--- src/rtl/branch_predictor_bht_pkg.sv ---
// bp_pkg: shared types and counter arithmetic for the branch history table.
package bp_pkg;
    localparam int ENTRIES = 64;
    typedef logic [$clog2(ENTRIES)-1:0] idx_t;
    // Weakly-not-taken value: just below the taken threshold.
    function automatic int cnt_init(input int cnt_w);
        return (1 << (cnt_w - 1)) - 1;
    endfunction
    function automatic int sat_step(input int cnt, input logic taken, input int cnt_w);
        int mx;
        mx = (1 << cnt_w) - 1;
        return taken ? (cnt == mx ? cnt : cnt + 1) : (cnt == 0 ? 0 : cnt - 1);
    endfunction
endpackage

--- src/rtl/branch_predictor_bht_if.sv ---
// branch_predictor_bht_if: prediction and resolved-update signals between fetch/execute and the BHT.
interface branch_predictor_bht_if #(
    parameter int PC_W  = 32,
    parameter int IDX_W = 6,
    parameter int GHR_W = 6
);
    logic [PC_W-1:0]  i_pred_pc;
    logic             o_pred_taken;
    logic [IDX_W-1:0] o_pred_idx;
    logic             i_upd_valid;
    logic [IDX_W-1:0] i_upd_idx;
    logic             i_upd_taken;
    logic [GHR_W-1:0] o_ghr;
    modport master (
        output i_pred_pc, i_upd_valid, i_upd_idx, i_upd_taken,
        input  o_pred_taken, o_pred_idx, o_ghr
    );
    modport slave (
        input  i_pred_pc, i_upd_valid, i_upd_idx, i_upd_taken,
        output o_pred_taken, o_pred_idx, o_ghr
    );
endinterface

--- src/rtl/branch_predictor_bht_sat_counter.sv ---
// bp_sat_counter: one saturating up/down counter of the history table.
module bp_sat_counter
    import bp_pkg::*;
#(
    parameter int CNT_W = 2
) (
    input  logic             i_clk,
    input  logic             i_rst,
    input  logic             i_en,
    input  logic             i_taken,
    output logic [CNT_W-1:0] o_cnt
);
    always_ff @(posedge i_clk or posedge i_rst)
        if (i_rst)
            o_cnt <= CNT_W'(cnt_init(CNT_W));
        else if (i_en)
            o_cnt <= CNT_W'(sat_step(int'(o_cnt), i_taken, CNT_W));
endmodule

--- src/rtl/branch_predictor_bht.sv ---
// branch_predictor_bht: PC-indexed table of saturating counters with optional gshare hashing.
module branch_predictor_bht
    import bp_pkg::*;
#(
    parameter int PC_W    = 32,
    parameter int ENTRIES = 64,
    parameter int CNT_W   = 2,
    parameter int GSHARE  = 1,
    parameter int GHR_W   = 6
) (
    input  logic i_clk,
    input  logic i_rst,
    branch_predictor_bht_if.slave bus
);
    localparam int IDX_W = $clog2(ENTRIES);
    logic [GHR_W-1:0] ghr;
    logic [CNT_W-1:0] cnt [ENTRIES];
    logic [IDX_W-1:0] pc_idx;
    logic [IDX_W-1:0] idx;
    logic             unused_pc;
    assign unused_pc = ^{bus.i_pred_pc[PC_W-1:IDX_W+2], bus.i_pred_pc[1:0]};
    assign pc_idx = bus.i_pred_pc[IDX_W+1:2];
    assign idx = (GSHARE != 0) ? (pc_idx ^ IDX_W'(ghr)) : pc_idx;
    // History only advances on resolved branches; newest outcome enters at the LSB.
    always_ff @(posedge i_clk or posedge i_rst)
        if (i_rst)
            ghr <= '0;
        else if (GSHARE != 0 && bus.i_upd_valid)
            ghr <= (ghr << 1) | GHR_W'(bus.i_upd_taken);
    for (genvar k = 0; k < ENTRIES; k++) begin : g_cnt
        bp_sat_counter #(.CNT_W(CNT_W)) u_cnt (
            .i_clk  (i_clk),
            .i_rst  (i_rst),
            .i_en   (bus.i_upd_valid && bus.i_upd_idx == IDX_W'(k)),
            .i_taken(bus.i_upd_taken),
            .o_cnt  (cnt[k])
        );
    end
    assign bus.o_pred_taken = cnt[idx][CNT_W-1];
    assign bus.o_pred_idx   = idx;
    assign bus.o_ghr        = ghr;
endmodule

--- src/flat_wrapper.sv ---
// flat-port wrapper written by rule: the top's interface ports become plain ports
module branch_predictor_bht_flat import bp_pkg::*;
#(
    parameter int PC_W    = 32,
    parameter int ENTRIES = 64,
    parameter int CNT_W   = 2,
    parameter int GSHARE  = 1,
    parameter int GHR_W   = 6
)
  (i_clk, i_rst, bus_i_pred_pc, bus_i_upd_valid, bus_i_upd_idx, bus_i_upd_taken, bus_o_pred_taken, bus_o_pred_idx, bus_o_ghr);
  branch_predictor_bht_if #(.PC_W(PC_W), .IDX_W(6), .GHR_W(GHR_W)) bus_i ();
  input  logic i_clk;
  input  logic i_rst;
  input wire logic [$bits(bus_i.i_pred_pc)-1:0] bus_i_pred_pc;
  input wire logic [$bits(bus_i.i_upd_valid)-1:0] bus_i_upd_valid;
  input wire logic [$bits(bus_i.i_upd_idx)-1:0] bus_i_upd_idx;
  input wire logic [$bits(bus_i.i_upd_taken)-1:0] bus_i_upd_taken;
  output wire logic [$bits(bus_i.o_pred_taken)-1:0] bus_o_pred_taken;
  output wire logic [$bits(bus_i.o_pred_idx)-1:0] bus_o_pred_idx;
  output wire logic [$bits(bus_i.o_ghr)-1:0] bus_o_ghr;
  assign bus_i.i_pred_pc = bus_i_pred_pc;
  assign bus_i.i_upd_valid = bus_i_upd_valid;
  assign bus_i.i_upd_idx = bus_i_upd_idx;
  assign bus_i.i_upd_taken = bus_i_upd_taken;
  assign bus_o_pred_taken = bus_i.o_pred_taken;
  assign bus_o_pred_idx = bus_i.o_pred_idx;
  assign bus_o_ghr = bus_i.o_ghr;
  branch_predictor_bht #(.PC_W(PC_W), .ENTRIES(ENTRIES), .CNT_W(CNT_W), .GSHARE(GSHARE), .GHR_W(GHR_W)) u_core (.i_clk(i_clk), .i_rst(i_rst), .bus(bus_i));
endmodule
--- config.mk ---
export PLATFORM = sky130hd
export DESIGN_NAME = branch_predictor_bht_flat
export DESIGN_NICKNAME = d
export VERILOG_FILES = /design/src/rtl/branch_predictor_bht_pkg.sv /design/src/rtl/branch_predictor_bht_if.sv /design/src/rtl/branch_predictor_bht_sat_counter.sv /design/src/rtl/branch_predictor_bht.sv /design/src/flat_wrapper.sv
export SDC_FILE = /design/constraint.sdc
export NUM_CORES = 1
export LEC_CHECK = 0
export CAP_MARGIN = 5
export CELL_PAD_IN_SITES_DETAIL_PLACEMENT = 1
export CELL_PAD_IN_SITES_GLOBAL_PLACEMENT = 1
export CORE_MARGIN = 4
export CORE_UTILIZATION = 54
export CTS_BUF_LIST = sky130_fd_sc_hd__clkbuf_8
export CTS_CLUSTER_SIZE = 12
export DETAILED_ROUTE_END_ITERATION = 6
export PLACE_DENSITY_LB_ADDON = 0.1
export SYNTH_ARGS = -nofsm -noshare
export SYNTH_HDL_FRONTEND = slang
export SYNTH_HIERARCHICAL = 1
export SYNTH_SLANG_ARGS = --single-unit
--- constraint.sdc ---
create_clock -name i_clk -period 3.87 [get_ports i_clk]
set_clock_uncertainty 0.15 [all_clocks]
set_input_delay 0.774 -clock i_clk [delete_from_list [all_inputs] [get_ports i_clk]]
set_output_delay 0.774 -clock i_clk [all_outputs]
set_load 0.01 [all_outputs]
# Yosys cells after proc, flatten, opt, wreduce, memory -nomap -nowiden

Index checks and enable logic that the tools add are counted.

Reductions and logical operators: 193
Bitwise logic cells: 3
Order comparisons: 1
Multiplexer cells: 195
Equality and inequality tests: 191
Add/subtract/negate cells: 128

Operators with widths:

| kind                                                               | count |
|---|---|
| 2-bit two-way mux                                                  | 194 |
| 6-bit == test, second input constant                               | 32 |
| 2-bit by 1-bit adder with 2-bit output, second input constant      | 64 |
| 2-bit by 1-bit == test with 1-bit output, second input constant    | 64 |
| 2-bit zero test                                                    | 64 |
| 2-bit != test, second input constant                               | 64 |
| 2-bit AND reduction                                                | 64 |
| 2-bit by 1-bit subtractor with 2-bit output, second input constant | 64 |
| 6-bit by 5-bit == test with 1-bit output, second input constant    | 16 |
| 1-bit logical AND                                                  | 64 |
| 6-bit by 4-bit == test with 1-bit output, second input constant    | 8 |
| 6-bit by 3-bit == test with 1-bit output, second input constant    | 4 |
| 2-bit binary-select mux with 6-bit select                          | 1 |
| 6-bit by 2-bit == test with 1-bit output, second input constant    | 2 |
| 7-bit greater-or-equal comparator, second input constant           | 1 |
| 6-bit inverter with 7-bit output                                   | 1 |
| 6-bit by 1-bit == test with 1-bit output, second input constant    | 1 |
| 6-bit zero test                                                    | 1 |
| 6-bit by 1-bit bitwise OR with 6-bit output                        | 1 |
| 6-bit bitwise XOR                                                  | 1 |

Word-level logic and storage cells: 776
Output and inout bits: 13
Register bits: 134
Bits of input ports: 42

# Longest topological paths before layout

Depth after elaboration: 5
Depth in mapped cells: 7
Mapped depth without buffers: 7

# Modules after synthesis

Netlist, hierarchy kept.

By module, submodules not included:

| module               | instances | cells an instance | area each (um^2) | seq. area each (um^2) |
|---|---|---|---|---|
| bp_sat_counter       | 64        | 15                | 157.7            | 51.3 |
| branch_predictor_bht | 1         | 168               | 1244.9           | 150.1 |

# Least setup slack after synthesis

OpenSTA, ideal clock, no wires.

Path kind: in2out
Start point: input port bus_i_pred_pc[2]
End point: output port bus_o_pred_taken
Path buffers: 1
Arrival: 2328 ps
Data required time: 2946 ps
Slack: 618 ps
Stages on the path: 6
Cells stage by stage: xnor2_1 buf_6 mux2_4 a311o_1 a2111oi_2 o22ai_1

Longest elaborated chain between the ends: 5

Ends and longest elaborated chain:

| what                                                   | line                       | text |
|---|---|---|
| start, declared                                        | flat_wrapper.sv:14         | `input wire logic [$bits(bus_i.i_pred_pc)-1:0] bus_i_pred_pc;` |
| 6-bit bitwise XOR                                      | branch_predictor_bht.sv:23 | `assign idx = (GSHARE != 0) ? (pc_idx ^ IDX_W'(ghr)) : pc_idx;` |
| 6-bit inverter with 7-bit output (implied by the code) | branch_predictor_bht.sv:39 | `assign bus.o_pred_taken = cnt[idx][CNT_W-1];` |
| 2-bit binary-select mux with 6-bit select              | branch_predictor_bht.sv:39 |  |
| 2-bit two-way mux (implied by the code) (2 in series)  | branch_predictor_bht.sv:39 |  |
| end, declared                                          | flat_wrapper.sv:18         | `output wire logic [$bits(bus_i.o_pred_taken)-1:0] bus_o_pred_taken;` |

Every way passes these cells. The select of a mux whose other input is x is not followed.

# Final worst setup path

Same ends and word-level chain as after synthesis.

==> run metrics <==
Core Util, Final 0.6133; Vias/cell between 6 and 7; max-cap violations 0; Die ar. 23370 um2; worst skew pair latency around 0.46 ns; clk slew on worst S/H paths approximately 0.07 ns; post-synthesis register bit count 134; Syn Nets around 1400; hold slack between 0.3 and 0.4 ns; Yosys Warn Count 6; H-tree Lvls 4; count of cell types in the netlist 37; number of global-route vias before repair between 9000 and 10000; clk root buf clkbuf_8; Final Critical Period around 3.7 ns; part of the power in registers 0.422; total wire length slightly below 30000 um; Synth Area per Inst around 10 um2; Final Hold Vio Count 0; total CTS buffers 17; postcts setup bufs 0; WL/cell 20.32 um; Final Max Slew Viols 0; area growth from synthesis to layout 10.54%; DRT Pass-1 Iters 5; floorplan row count 52; Crit Path Class input port to output port; worst relative slew slack 0.3938; hpwl dp between 20000 and 25000 um; Clock power frac 0.296; actual slew at the worst max-slew pin 0.9094 ns; PortBufs 28; Worst Setup End Kind output port; CTS tree done; critical path peak fanout 3; core area roughly 20000 um2; Die Ht 152.9 um; clock buffer depth 2; global route overflow 0; first-pass GRT wire length approximately 50000 um; Max Fclk approximately 270 MHz; Sw Share 0.3299; Die Wd 152.9 um; Initial DRC Count 401; maximum vdd drop between 0.15 and 0.2 mV; element type at the critical path start input port; Cell Int Power 3.023 mW; layout net count between 1000 and 1500; gpl congestion roughly 0.80; Ports 55; ratio of cells with drive above 1 in the final layout 0.2254; gr usage total 0.2552; Power Density roughly 360 nW/um2; DRC viols 0; Fillers between 2000 and 2500; Psw ~1.5 mW; initial antenna violation count 0; final period utilization 0.9641; Initial Util 0.5548; synthesized area approximately 11000 um2; Seq/Total Area, Yosys 0.3029; clock sink count 134; post-cts hold buffer count 0; largest net degree at the start of global routing roughly 160; Post-Synthesis Cells approximately 1100; RSZ-0062 raised after global routing no; leakage approximately 6.2 nW; Setup Viol. Count Final 0; status complete, no violations; routed via count 8859; Worst Path Arrival around 2.8 ns; Inserted Diodes 0; Routed Antenna Nets 0; Comb pwr share 0.282; Worst EP required a little under 3 ns; hold crit path type register to register
## registers in the layout, summed over array words and instances, names as in the netlist
name                      flops
u_core/g_cnt.u_cnt/o_cnt    128
u_core/bus.o_ghr              6
## per-layer routing
metal,wire length (um),share of wire,global-route usage,up-vias
met4,760,0.025,0.08358,0
met2,14730,0.49,0.4438,133
met1,13480,0.45,0.3267,4465
met5,0,0,0,-
met3,859,0.029,0.03930,48
li1,-,-,-,4213
## critical path: stages
cell and delay (ns):
dlygate4sd2_1 0.26, xnor2_2 0.24, buf_4 0.18, mux2_4 0.29, a311o_1 0.36, a2111oi_2 0.39
o22ai_1 0.15, buf_2 0.16
## worst paths after layout
kind	to	cells after the start	slack (ns)	from
setup / recovery	bus_o_pred_taken	8	0.14	bus_i_pred_pc[2]
hold reg to reg	u_core/g_cnt[56].u_cnt/o_cnt[0]	2	0.38	u_core/g_cnt[56].u_cnt/o_cnt[0]
min in group asynchronous	u_core/g_cnt[12].u_cnt/o_cnt[1]	3	0.48	i_rst
setup reg to reg	u_core/g_cnt[59].u_cnt/o_cnt[1]	4	2.17	u_core/g_cnt[59].u_cnt/o_cnt[0]
hold / removal	u_core/g_cnt[56].u_cnt/o_cnt[0]	2	0.38	u_core/g_cnt[56].u_cnt/o_cnt[0]
max in group asynchronous	u_core/bus.o_ghr[4]	3	2.71	i_rst
## power groups by stage
| stage | combinational (mW) | clock, mW | sequential [mW] |
|---|---|---|---|
| floorplan | 0.829 | 0 | 1.82 |
| global route | 1.44 | 1.44 | 1.93 |
| CTS | 1.28 | 1.37 | 1.90 |
| global placement | 1.17 | 0 | 1.91 |
| detailed placement | 1.26 | 0 | 1.92 |
| finish | 1.27 | 1.34 | 1.90 |
## timing repair
action / 4_1_cts / 5_1_grt
setup endpoints to repair: 1 / 1
gates resized for setup: 7 / 0
pin swaps: 2 / 1
## synth_stat cells (all sizes together)
library cell	n	area (um2)
nand3	7	35.03
buf	3	23.77
a22oi	4	30.03
clkbuf	6	22.52
a21bo	64	640.6
dfrtp	70	1752
o21a	1	7.510
inv	195	732.0
a21oi	3	15.01
a221oi	128	1121
nor2b	4	25.02
nand3b	2	15.01
mux4	13	292.8
o311ai	1	8.760
or3b	1	8.760
nand2	14	52.55
mux2	7	82.57
ha	192	2402
and2	2	12.51
nor3	4	20.02
o21ai	1	5.000
xnor2	2	25.03
a311o	1	10.01
o22ai	2	12.51
or3	1	6.260
and4b	128	1441
nor2	197	739.5
nand4	1	6.260
xor2	4	42.55
a2111oi	1	15.01
dfstp	64	1682
mux2i	5	50.05
## area by class of cell
cell class	instances	area, um2	area share
multi-input cells	790	7131	0.5691
flip-flops and latches	134	3433	0.2740
inverters	195	732.0	0.05842
repair buffers	48	455.4	0.03635
well taps	270	337.8	0.02696
clock buffers	21	289.0	0.02307
clock inverters	10	151.4	0.01208
## layout by cell type (no fill, tap or decap), types with 3 or more instances in the layout
cell type | Yosys | final
dfstp_2 | 64 | 64
nor2_1 | 197 | 197
and4b_2 | 128 | 128
dfrtp_1 | 70 | 70
a21oi_1 | 3 | 3
a221oi_1 | 128 | 128
a21bo_1 | 64 | 64
nor3_1 | 4 | 4
clkbuf_8 | 0 | 22
nor2b_1 | 4 | 4
clkinv_2 | 0 | 4
xor2_1 | 3 | 3
ha_1 | 192 | 192
bufinv_16 | 0 | 4
nand2_1 | 14 | 14
mux4_2 | 13 | 13
clkdlybuf4s50_1 | 0 | 24
buf_4 | 1 | 16
mux2i_1 | 5 | 5
a22oi_1 | 4 | 4
inv_1 | 195 | 196
mux2_2 | 6 | 6
nand3_1 | 7 | 7
## per-stage QoR
stage / setup WS, ns / total power [mW] / std cells / instance area, um2 / TNS, ns
3_5_place_dp: -0.4277 / 3.182 / 1437 / 12090 / -0.4277
6_report: 0.1391 / 4.511 / 1468 / 12530 / 0
3_3_place_gp: -0.3982 / 3.081 / 1437 / 12090 / -0.3982
4_1_cts: 0.1181 / 4.550 / 1468 / 12530 / 0
2_1_floorplan: 0.6177 / 2.654 / 1128 / 11330 / 0
5_1_grt: 0.01605 / 4.809 / 1468 / 12530 / 0
## kinds of logic after synthesis
kind of cell,Yosys count,synth area share
AND/OR/NAND/NOR,361,0.2084
buffers and inverters,204,0.06866
XOR/XNOR,6,0.005962
AO/OA/AOI/OAI,206,0.1646
multiplexers,25,0.03753
adder cells (fa/ha/maj),192,0.2119
flip-flops,134,0.3029
No activity file was read; power rests on OpenSTA's default activity.
